## src/rtl/block_lock_ctrl.sv

```systemverilog
// ============================================================================
// Module   : block_lock_ctrl
// Purpose  : 10GBASE-R 64b/66b block-lock controller. It checks sync headers,
//            drives the gearbox slip input and reports block lock.
//            Optional statistics counters are built when BLOCK_LOCK_STATS_EN
//            is defined.
// Revision : 1.0  initial release
// ============================================================================
`default_nettype none

module block_lock_ctrl #(
    parameter int SH_CNT_MAX   = 64,
    parameter int SH_INVLD_MAX = 16,
    parameter int SLIP_HIGH    = 2,
    parameter int SLIP_WAIT    = 140,
    parameter int CNT_W        = 16
) (
    input  logic             clk_i,
    input  logic             rst_n_i,
    input  logic             enable_i,
    input  logic [1:0]       head_i,
    input  logic             head_valid_i,
    output logic             slip_o,
    output logic             block_lock_o,
    output logic [CNT_W-1:0] slip_cnt_o,
    output logic [CNT_W-1:0] lock_loss_cnt_o
);

    localparam int c_SH_W   = $clog2(SH_CNT_MAX + 1);
    localparam int c_WAIT_W = $clog2(((SLIP_WAIT > SLIP_HIGH) ? SLIP_WAIT : SLIP_HIGH) + 1);

    localparam logic [c_SH_W-1:0]   c_SH_LAST    = c_SH_W'(SH_CNT_MAX - 1);
    localparam logic [c_SH_W-1:0]   c_INVLD_LAST = c_SH_W'(SH_INVLD_MAX - 1);
    localparam logic [c_WAIT_W-1:0] c_HIGH_LAST  = c_WAIT_W'(SLIP_HIGH - 1);
    localparam logic [c_WAIT_W-1:0] c_WAIT_LAST  = c_WAIT_W'(SLIP_WAIT - 1);

    typedef enum logic [1:0] {
        S_RESET_CNT = 2'd0,
        S_TEST_SH   = 2'd1,
        S_SLIP      = 2'd2,
        S_SLIP_WAIT = 2'd3
    } state_t;

    state_t              r_state;
    logic                r_slip;
    logic                r_block_lock;
    logic [c_SH_W-1:0]   r_sh_cnt;
    logic [c_SH_W-1:0]   r_sh_invld_cnt;
    logic [c_WAIT_W-1:0] r_wait_cnt;

    logic w_hdr_invalid;
    logic w_hdr_evt;
    logic w_hit_invld_max;
    logic w_slip_entry;
    logic w_lock_drop;
    logic w_window_end;
    logic w_lock_gain;

    // 2'b01 and 2'b10 are the only legal sync headers
    assign w_hdr_invalid   = ~(head_i[1] ^ head_i[0]);
    assign w_hdr_evt       = enable_i && (r_state == S_TEST_SH) && head_valid_i;
    assign w_hit_invld_max = w_hdr_invalid && (r_sh_invld_cnt == c_INVLD_LAST);
    assign w_slip_entry    = w_hdr_evt && w_hdr_invalid && (!r_block_lock || w_hit_invld_max);
    assign w_lock_drop     = r_block_lock && (!enable_i || (w_hdr_evt && w_hit_invld_max));
    assign w_window_end    = w_hdr_evt && (r_sh_cnt == c_SH_LAST);
    assign w_lock_gain     = w_window_end && !w_hdr_invalid && (r_sh_invld_cnt == '0);

    always_ff @(posedge clk_i or negedge rst_n_i) begin
        if (!rst_n_i) begin
            r_state        <= S_RESET_CNT;
            r_slip         <= 1'b0;
            r_block_lock   <= 1'b0;
            r_sh_cnt       <= '0;
            r_sh_invld_cnt <= '0;
            r_wait_cnt     <= '0;
        end else begin
            if (w_lock_drop) begin
                r_block_lock <= 1'b0;
            end else if (w_lock_gain) begin
                r_block_lock <= 1'b1;
            end

            if (!enable_i) begin
                r_state        <= S_RESET_CNT;
                r_slip         <= 1'b0;
                r_sh_cnt       <= '0;
                r_sh_invld_cnt <= '0;
                r_wait_cnt     <= '0;
            end else begin
                case (r_state)
                    S_RESET_CNT: begin
                        r_sh_cnt       <= '0;
                        r_sh_invld_cnt <= '0;
                        r_wait_cnt     <= '0;
                        r_state        <= S_TEST_SH;
                    end
                    S_TEST_SH: begin
                        if (head_valid_i) begin
                            // slip outranks the end-of-window decision
                            if (w_slip_entry) begin
                                r_slip     <= 1'b1;
                                r_wait_cnt <= '0;
                                r_state    <= S_SLIP;
                            end else if (w_window_end) begin
                                r_state <= S_RESET_CNT;
                            end else begin
                                r_sh_cnt       <= r_sh_cnt + c_SH_W'(1);
                                r_sh_invld_cnt <= r_sh_invld_cnt + c_SH_W'(w_hdr_invalid);
                            end
                        end
                    end
                    S_SLIP: begin
                        if (r_wait_cnt == c_HIGH_LAST) begin
                            r_slip     <= 1'b0;
                            r_wait_cnt <= '0;
                            r_state    <= S_SLIP_WAIT;
                        end else begin
                            r_wait_cnt <= r_wait_cnt + c_WAIT_W'(1);
                        end
                    end
                    S_SLIP_WAIT: begin
                        // headers are still misaligned while the gearbox shifts
                        if (r_wait_cnt == c_WAIT_LAST) begin
                            r_wait_cnt <= '0;
                            r_state    <= S_RESET_CNT;
                        end else begin
                            r_wait_cnt <= r_wait_cnt + c_WAIT_W'(1);
                        end
                    end
                    default: begin
                        r_slip  <= 1'b0;
                        r_state <= S_RESET_CNT;
                    end
                endcase
            end
        end
    end

    assign slip_o       = r_slip;
    assign block_lock_o = r_block_lock;

`ifdef BLOCK_LOCK_STATS_EN
    logic [CNT_W-1:0] r_slip_cnt;
    logic [CNT_W-1:0] r_lock_loss_cnt;

    always_ff @(posedge clk_i or negedge rst_n_i) begin
        if (!rst_n_i) begin
            r_slip_cnt      <= '0;
            r_lock_loss_cnt <= '0;
        end else begin
            if (w_slip_entry && !(&r_slip_cnt)) begin
                r_slip_cnt <= r_slip_cnt + CNT_W'(1);
            end
            if (w_lock_drop && !(&r_lock_loss_cnt)) begin
                r_lock_loss_cnt <= r_lock_loss_cnt + CNT_W'(1);
            end
        end
    end

    assign slip_cnt_o      = r_slip_cnt;
    assign lock_loss_cnt_o = r_lock_loss_cnt;
`else
    assign slip_cnt_o      = '0;
    assign lock_loss_cnt_o = '0;
`endif

endmodule

`default_nettype wire

```

## config.mk

```make
export PLATFORM = sky130hd
export DESIGN_NAME = block_lock_ctrl
export DESIGN_NICKNAME = d
export VERILOG_FILES = /design/src/rtl/block_lock_ctrl.sv
export SDC_FILE = /design/constraint.sdc
export NUM_CORES = 1
export LEC_CHECK = 0
export CAP_MARGIN = 20
export CORE_ASPECT_RATIO = 0.6
export CORE_MARGIN = 4
export CORE_UTILIZATION = 34
export DETAILED_ROUTE_END_ITERATION = 8
export GPL_ROUTABILITY_DRIVEN = 1
export PLACE_DENSITY = 0.67
export RECOVER_POWER = 100
export SYNTH_ARGS = -nofsm -noshare
export SYNTH_HDL_FRONTEND = slang
export SYNTH_SLANG_ARGS = --single-unit
```

## constraint.sdc

```tcl
create_clock -name clk_i -period 2.05 [get_ports clk_i]
set_input_delay 0.41 -clock clk_i [delete_from_list [all_inputs] [get_ports clk_i]]
set_output_delay 0.41 -clock clk_i [all_outputs]
set_load 0.02 [all_outputs]
```

Word level (Yosys, flattened, before mapping) --
Index checks and enable logic that the tools add are counted.
Word-level totals: output and inout bits 34, input port bits 6, logic and storage cells 78, bits in registers 26
Operators by class: add/subtract/negate cells 3, equality and inequality tests 16, muxes and demuxes 30, bitwise gates (word level) 2, reductions and logical operators 21
Operators by type and width (number):
- 7-bit 2-to-1 mux | 8
- 8-bit 2-to-1 mux | 5
- 8-bit case mux with 4 select lines | 1
- 7-bit case mux with 2 select lines | 2
- 3-bit inequality test (second input constant) | 6
- 2-bit 2-to-1 mux | 6
- 4-bit AND reduction | 3
- 1-bit logical AND | 10
- 8-bit by 1-bit adder with 8-bit output (second input constant) | 1
- 8-bit by 1-bit equality test with 1-bit output (second input constant) | 1
- 8-bit equality test (second input constant) | 1
- 2-bit case mux with 4 select lines | 1
- 7-bit by 1-bit adder with 7-bit output | 1
- 7-bit by 1-bit adder with 7-bit output (second input constant) | 1
- 7-bit by 4-bit equality test with 1-bit output (second input constant) | 1
- 7-bit by 6-bit equality test with 1-bit output (second input constant) | 1
- 7-bit logical NOT | 1
- 1-bit 2-to-1 mux | 6
- 3-bit by 1-bit inequality test with 1-bit output (second input constant) | 2
- 2-bit equality test (second input constant) | 2
- 4-bit inequality test (second input constant) | 1
- 2-bit by 1-bit equality test with 1-bit output (second input constant) | 1
- 1-bit logical NOT | 2
- 2-bit logical NOT | 1
- other kinds (6) | 7

Longest topological paths before layout --
Gate-level depths: netlist of the first run.
word-level depth 9, mapped depth 8

Least setup slack after synthesis of the first run --
No wires, ideal clock.
kind input to register, start point in head_i[0], end point reg r_sh_invld_cnt[6], stages 8, arrival time 1748 ps, path slack 206 ps, path through xor2_2 > inv_1 > ha_1 > ha_1 > and3_1 > a31oi_1 > o21ai_1 > o31ai_1
On the way: word-level cells in the longest chain between the ends 8
RTL lines:
- from (decl) | line 21 | input logic [1:0] head_i,
- 1-bit XOR (*) | line 60 | assign w_hdr_invalid = ~(head_i[1] ^ head_i[0]);
- 1-bit inverter (*) | line 60
- 7-bit by 1-bit adder with 7-bit output | line 108 | r_sh_invld_cnt <= r_sh_invld_cnt + c_SH_W'(w_hdr_invalid);
- 7-bit 2-to-1 mux | line 104 | end else if (w_window_end) begin
- 7-bit 2-to-1 mux | line 100 | if (w_slip_entry) begin
- 7-bit 2-to-1 mux | line 98 | if (head_valid_i) begin
- 7-bit case mux with 2 select lines | line 90 | case (r_state)
- 7-bit 2-to-1 mux | line 83 | if (!enable_i) begin
- to (signal assigned) | line 108
- to (decl) | line 48 | logic [c_SH_W-1:0] r_sh_invld_cnt;
Every way passes the cells marked *; elsewhere a longest branch is shown, timed or not. The select of a mux whose other input is x is not followed. A chain may end at the register's enable or synchronous reset.

Worst setup path in the final report of the first run --
start point reg r_sh_cnt[0], end point reg r_sh_invld_cnt[3]
On the way: word-level cells in the longest chain between the ends 4
RTL lines:
- from (decl) | line 47 | logic [c_SH_W-1:0] r_sh_cnt;
- from (signal assigned) | line 107 | r_sh_cnt <= r_sh_cnt + c_SH_W'(1);
- 7-bit by 6-bit equality test with 1-bit output | line 65 | assign w_window_end = w_hdr_evt && (r_sh_cnt == c_SH_LAST);
- 1-bit logical AND | line 65
- 3-bit inequality test (no line)
- 4-bit AND reduction (no line)
No other way between the ends.

==> results of run 1 <==
==> kinds of logic (layout without fill, tap and decap cells) <==
group           count (synthesis)  after routing  synth area share (%)
flops                          26             26                  37.1
other cells                     1             32                 0.214
mux                             1              1                 0.571
xor+xnor                        3              3                  1.93
simple gates                   63             63                  20.0
fa+ha+maj                       5              5                  3.57
compound gates                 49             49                  20.0
buf+inv                        43             32                  16.6
==> state kept, by name (all words and copies together), names as in the netlist <==
| signal | cells |
|---|---|
| slip_o | 1 |
| r_state | 2 |
| block_lock_o | 1 |
| r_wait_cnt | 8 |
| r_sh_cnt | 7 |
| r_sh_invld_cnt | 7 |
==> cells in the mapped netlist, types with 3 or more instances <==
cell | instances | area [µm²]
buf_4 | 32 | 240
dfrtp_1 | 26 | 651
o21ai_0 | 16 | 80.1
nand2_1 | 11 | 41.3
nor2_1 | 10 | 37.5
nand2b_1 | 9 | 56.3
a31oi_1 | 8 | 50.1
and3_1 | 8 | 50.1
nand3_1 | 8 | 40.0
a21oi_1 | 6 | 30.0
inv_1 | 6 | 22.5
ha_1 | 5 | 62.6
o31ai_1 | 4 | 30.0
nand4_1 | 3 | 18.8
nor3_1 | 3 | 15.0
==> layout make-up <==
type	instances	area, µm²
timing repair buffer	22	193
tap	63	78.8
fill	485	2850
inverter	6	22.5
sequential	26	651
clock buffer	4	55.1
multi-input combinational	153	925
==> repair_timing <==
| item | in CTS | in global routing |
|---|---|---|
| buffers inserted | 0 | 0 |
| gates resized for setup | 0 | 6 |
| setup endpoints to repair | 0 | 8 |
==> worst max-delay path, cell delays in order (launching register included) <==
cell and delay, ns:
dfrtp_1 0.41, ha_1 0.24, and3_2 0.23, nand3_1 0.09, nor2_1 0.08, or3_1 0.53, o31ai_1 0.28
==> through the flow <==
stage / instances / hold slack, ns / cell area, µm² / setup TNS [ns]
final: 274 / 0.487 / 1920 / 0
after global routing: 274 / 0.500 / 1920 / 0
after floorplan: 222 / 0.114 / 1870 / 0
after detailed placement: 270 / 0.479 / 1880 / -0.770
after global placement: 270 / 0.473 / 1880 / -0.551
after CTS: 274 / 0.498 / 1930 / 0
==> layer usage <==
metal	GRT usage, %	vias up
li1	-	663
met4	4.03	0
met1	18.0	610
met3	2.65	5
met2	15.3	36
met5	0	-
==> power by group <==
group,internal [W],switching [W],total (W)
Clock,0.000172,0.000160,0.000332
Combinational,0.000104,0.000170,0.000274
Sequential,0.000528,0.0000276,0.000555
==> path summary, 6_finish.rpt <==
check / start / end / slack, ns / cells past startpoint
min in group asynchronous: rst_n_i / r_sh_invld_cnt[3] / 0.68 / 2
max reg2reg: r_sh_cnt[0] / r_sh_invld_cnt[3] / 0.11 / 6
max: r_sh_cnt[0] / r_sh_invld_cnt[3] / 0.11 / 6
min: r_sh_invld_cnt[6] / r_sh_invld_cnt[6] / 0.49 / 1
max in group asynchronous: rst_n_i / r_wait_cnt[4] / 0.93 / 2
min reg2reg: r_sh_invld_cnt[6] / r_sh_invld_cnt[6] / 0.49 / 1
==> metrics.csv, run 1 <==
stage;metric;value;unit
detailed_routing;met3_length;196;µm
timing;tightest_slew;0.655;ns
place;io_buffers;7;
pwr;vdd_drop_max;229;µV
detailed_routing;ant_nets;0;
detailed_routing;dr.pass1.iters;4;
timing;skew;0.0122;ns
global_routing;grt_max_degree;27;
timing;period_share;94.7;%
setup_path;end_kind;flop;
detailed_routing;met2_length;1510;µm
timing;setup_ws;0.108;ns
detailed_routing;num_vias;1314;
place;place.gp.congestion;0.763;
pwr;powerDensity;604;mW/mm²
clocking;htreeDepth;1;
detailed_routing;drtIter0Drc;71;
yosys;ys_seq_area_share;37.1;%
clocking;cts_made_buffers;3;
timing;setup-violations-final;0;
timing;rsz0062_at_grt;false;
detailed_routing;drt_wl_total;3590;µm
detailed_routing;routed.top_layer;met4;
die;start_util;36.7;%
clocking;insertion_delay;0.28;ns
die;io_pins;40;
final_layout;layout_common_cells;conb_1 (32), dfrtp_1 (26), o21ai_0 (13), buf_4 (13), nand2_1 (11);
pwr;p_leak;0.917;nW
yosys;synth.avg_cell_area;9.18;µm²
die;die_height;63.6;µm
final_layout;final_util;40.3;%
yosys;synth.distinct_cells;43;
yosys;synth_edf_count;0;
outcome;status;finished, final reports clean;
final_layout;final_common_cell;conb_1;
yosys;synth_cells;191;
die;die_w;101;µm
yosys;ys_async_sr_fraction;100;%
setup_path;crit_fanout;9;
global_routing;antenna_found_initial;0;
pwr;finalPower;0.00116;W
global_routing;grt_pass1_vias;1179;
min_path;hp-class;reg2reg;
timing;relSlewSlack;56.3;%
global_routing;groute.usage.overall;11.6;%
global_routing;grt_pass1_wl;5900;µm
die;core_area;0.00478;mm²
timing;report.final.slew_viol_count;0;
run;cap_violations;0;
setup_path;cp.arrival;2.13;ns
detailed_routing;wl_met1;1840;µm
setup_path;crit_required;2.24;ns
die;rows;19;
global_routing;grt.overflow.total;0;
detailed_routing;drcViolationCount;0;
final_layout;drive_above_1_share;12.8;%
clocking;root_buffer;clkbuf_8;
detailed_routing;viasPerCell;4.80;
clocking;cts_tree;built;
setup_path;startpoint_type;flop;
yosys;yosysWarnings;0;
final_layout;diodes;0;
timing;hold_viol;0;
clocking;cts_hold_buf;0;
yosys;netlist_area;0.00175;mm²
setup_path;path_class;reg2reg;
detailed_routing;wl_per_cell;13.1;µm
clocking;cts.sinks;26;
place;post-place-ws;-0.160;ns
yosys;synth_seq_cells;26;
timing;max_freq;515;MHz
die;die_area;0.00641;mm²
final_layout;nets;223;
place;dp_hpwl;2750;µm
final_layout;area_delta_synth_final;9.70;%
clocking;clock_path_buffers;2;
clocking;clkSlewWorstSetupHoldPaths;0.09;ns
timing;layout_min_cycle_time;1.94;ns
yosys;ys.flop_type;dfrtp_1;
No activity file was read; power rests on OpenSTA's default activity.
==> inputs of run 2 (changes only) <==
--- a/config.mk
+++ b/config.mk
@@ -6,7 +6,6 @@
 export NUM_CORES = 1
 export LEC_CHECK = 0
 export CAP_MARGIN = 20
-export CORE_ASPECT_RATIO = 0.6
 export CORE_MARGIN = 4
 export CORE_UTILIZATION = 34
 export DETAILED_ROUTE_END_ITERATION = 8
==> metrics.csv, run 2 (synthesized netlist as in run 1, its figures left out) <==
stage;metric;value;unit
outcome;status;finished, final reports clean;
global_routing;groute.usage.overall;10.7;%
detailed_routing;drtIter0Drc;106;
pwr;pwr-share-seq;44.4;%
timing;period_share;94.2;%
final_layout;diodes;0;
place;place.gp.congestion;0.796;
detailed_routing;drt_wl_total;3370;µm
final_layout;nFillCells;504;
die;start_util;36.2;%
final_layout;largest-register;r_wait_cnt;
setup_path;path_class;reg2reg;
pwr;pwr-share-comb;22.0;%
clocking;clkSlewWorstSetupHoldPaths;0.09;ns
pwr;p_leak;0.926;nW
global_routing;grt_pass1_wl;5460;µm
min_path;hp-class;reg2reg;
place;dp_hpwl;2570;µm
die;die_w;79.8;µm
global_routing;grt.overflow.total;0;
detailed_routing;wl_per_cell;12.0;µm
final_layout;largest_reg_flops;8;
clocking;clock_path_buffers;2;
global_routing;grt_pass1_vias;1192;
global_routing;grt_max_degree;27;
clocking;cts_hold_buf;0;
clocking;cts_made_buffers;3;
timing;setup_ws;0.119;ns
die;core_area;0.00485;mm²
pwr;powerDensity;635;mW/mm²
clocking;htreeDepth;1;
clocking;cts_tree;built;
detailed_routing;ant_nets;0;
pwr;vdd_drop_max;279;µV
final_layout;area_delta_synth_final;11.8;%
timing;max_freq;518;MHz
place;io_buffers;7;
timing;fin_setup_tns;0;ns
timing;setup-violations-final;0;
detailed_routing;dr.pass1.iters;4;
pwr;p_int;0.000896;W
min_path;holdPathStages;1;
clocking;cts.sinks;26;
timing;layout_min_cycle_time;1.93;ns
setup_path;crit_fanout;16;
timing;hold_ws;0.497;ns
die;die_height;79.8;µm
final_layout;drive_above_1_share;12.7;%
timing;report.final.slew_viol_count;0;
final_layout;final_util;40.5;%
final_layout;final_common_cell;conb_1;
run;cap_violations;0;
detailed_routing;num_vias;1331;
pwr;pwr-share-clk;33.6;%
clocking;insertion_delay;0.27;ns
setup_path;startpoint_type;flop;
timing;skew;0.00410;ns
global_routing;antenna_found_initial;0;
pwr;swShare;28.1;%
final_layout;nets;225;
die;die_area;0.00637;mm²
final_layout;top_regs;r_wait_cnt: 8 flops, r_sh_cnt: 7 flops, r_sh_invld_cnt: 7 flops;
die;io_pins;40;
clocking;root_buffer;clkbuf_8;
place;post-place-ws;-0.144;ns
final_layout;layout_common_cells;conb_1 (32), dfrtp_1 (26), o21ai_0 (16);
timing;hold_viol;0;
setup_path;cp.arrival;2.08;ns
setup_path;r2r_cells;7;
detailed_routing;drcViolationCount;0;
pwr;switchingPower;0.000351;W
setup_path;end_kind;flop;
timing;tightest_slew;0.677;ns
timing;relSlewSlack;54.9;%
setup_path;crit_required;2.20;ns
timing;rsz0062_at_grt;true;
die;rows;25;
final_layout;finalInstanceArea;0.00196;mm²
place;post_dp_cell_area;0.00190;mm²
detailed_routing;viasPerCell;4.75;
==> run 2: metal layers <==
layer	up-vias	track usage (%)	share of wire, %
li1	662	-	-
met1	618	14.6	47
met2	49	17.6	47
met3	2	2.03	5.6
met4	0	2.53	0.80
met5	-	0	0
==> run 2: path summary, 6_finish.rpt <==
path | startpoint | endpoint | slack (ns)
setup / recovery | r_sh_cnt[0] | r_sh_invld_cnt[2] | 0.12
hold / removal | r_sh_invld_cnt[6] | r_sh_invld_cnt[6] | 0.50
setup reg to reg | r_sh_cnt[0] | r_sh_invld_cnt[2] | 0.12
hold reg to reg | r_sh_invld_cnt[6] | r_sh_invld_cnt[6] | 0.50
max in group asynchronous | rst_n_i | r_sh_invld_cnt[4] | 0.91
min in group asynchronous | rst_n_i | r_state[1] | 0.70
==> run 2: through the flow <==
| stage | std cells | power [W] |
|---|---|---|
| after floorplan | 222 | 0.000783 |
| after global placement | 276 | 0.000833 |
| after detailed placement | 276 | 0.000835 |
| after CTS | 280 | 0.00127 |
| after global routing | 280 | 0.00132 |
| final | 280 | 0.00125 |
==> run 2: worst max-delay path: stages, from the launching register on <==
cell and delay, ns:
dfrtp_1 0.41, ha_1 0.23, and3_1 0.23, a221oi_4 0.31
o32ai_4 0.15, buf_12 0.17, o21ai_0 0.19, o21ai_0 0.11
==> run 2: cell type report <==
class                           count  area [µm²]  area share [%]
Clock buffer                        3        41.3            2.10
Clock inverter                      1        30.0            1.53
Inverter                            6        22.5            1.15
Multi-Input combinational cell    153         933            47.6
Sequential cell                    26         651            33.2
Tap cell                           67        83.8            4.27
Timing Repair Buffer               24         200            10.2
==> run 2: power groups by stage <==
stage	clock [W]	combinational (W)	sequential, W
after floorplan	0	0.000233	0.000550
after global placement	0	0.000272	0.000562
after detailed placement	0	0.000274	0.000561
after CTS	0.000439	0.000275	0.000551
after global routing	0.000456	0.000302	0.000557
final	0.000419	0.000274	0.000554
==> run 2: repair_timing <==
action	CTS	global route
resized for setup	0	2
buffers inserted	0	0
setup endpoints to repair	0	4
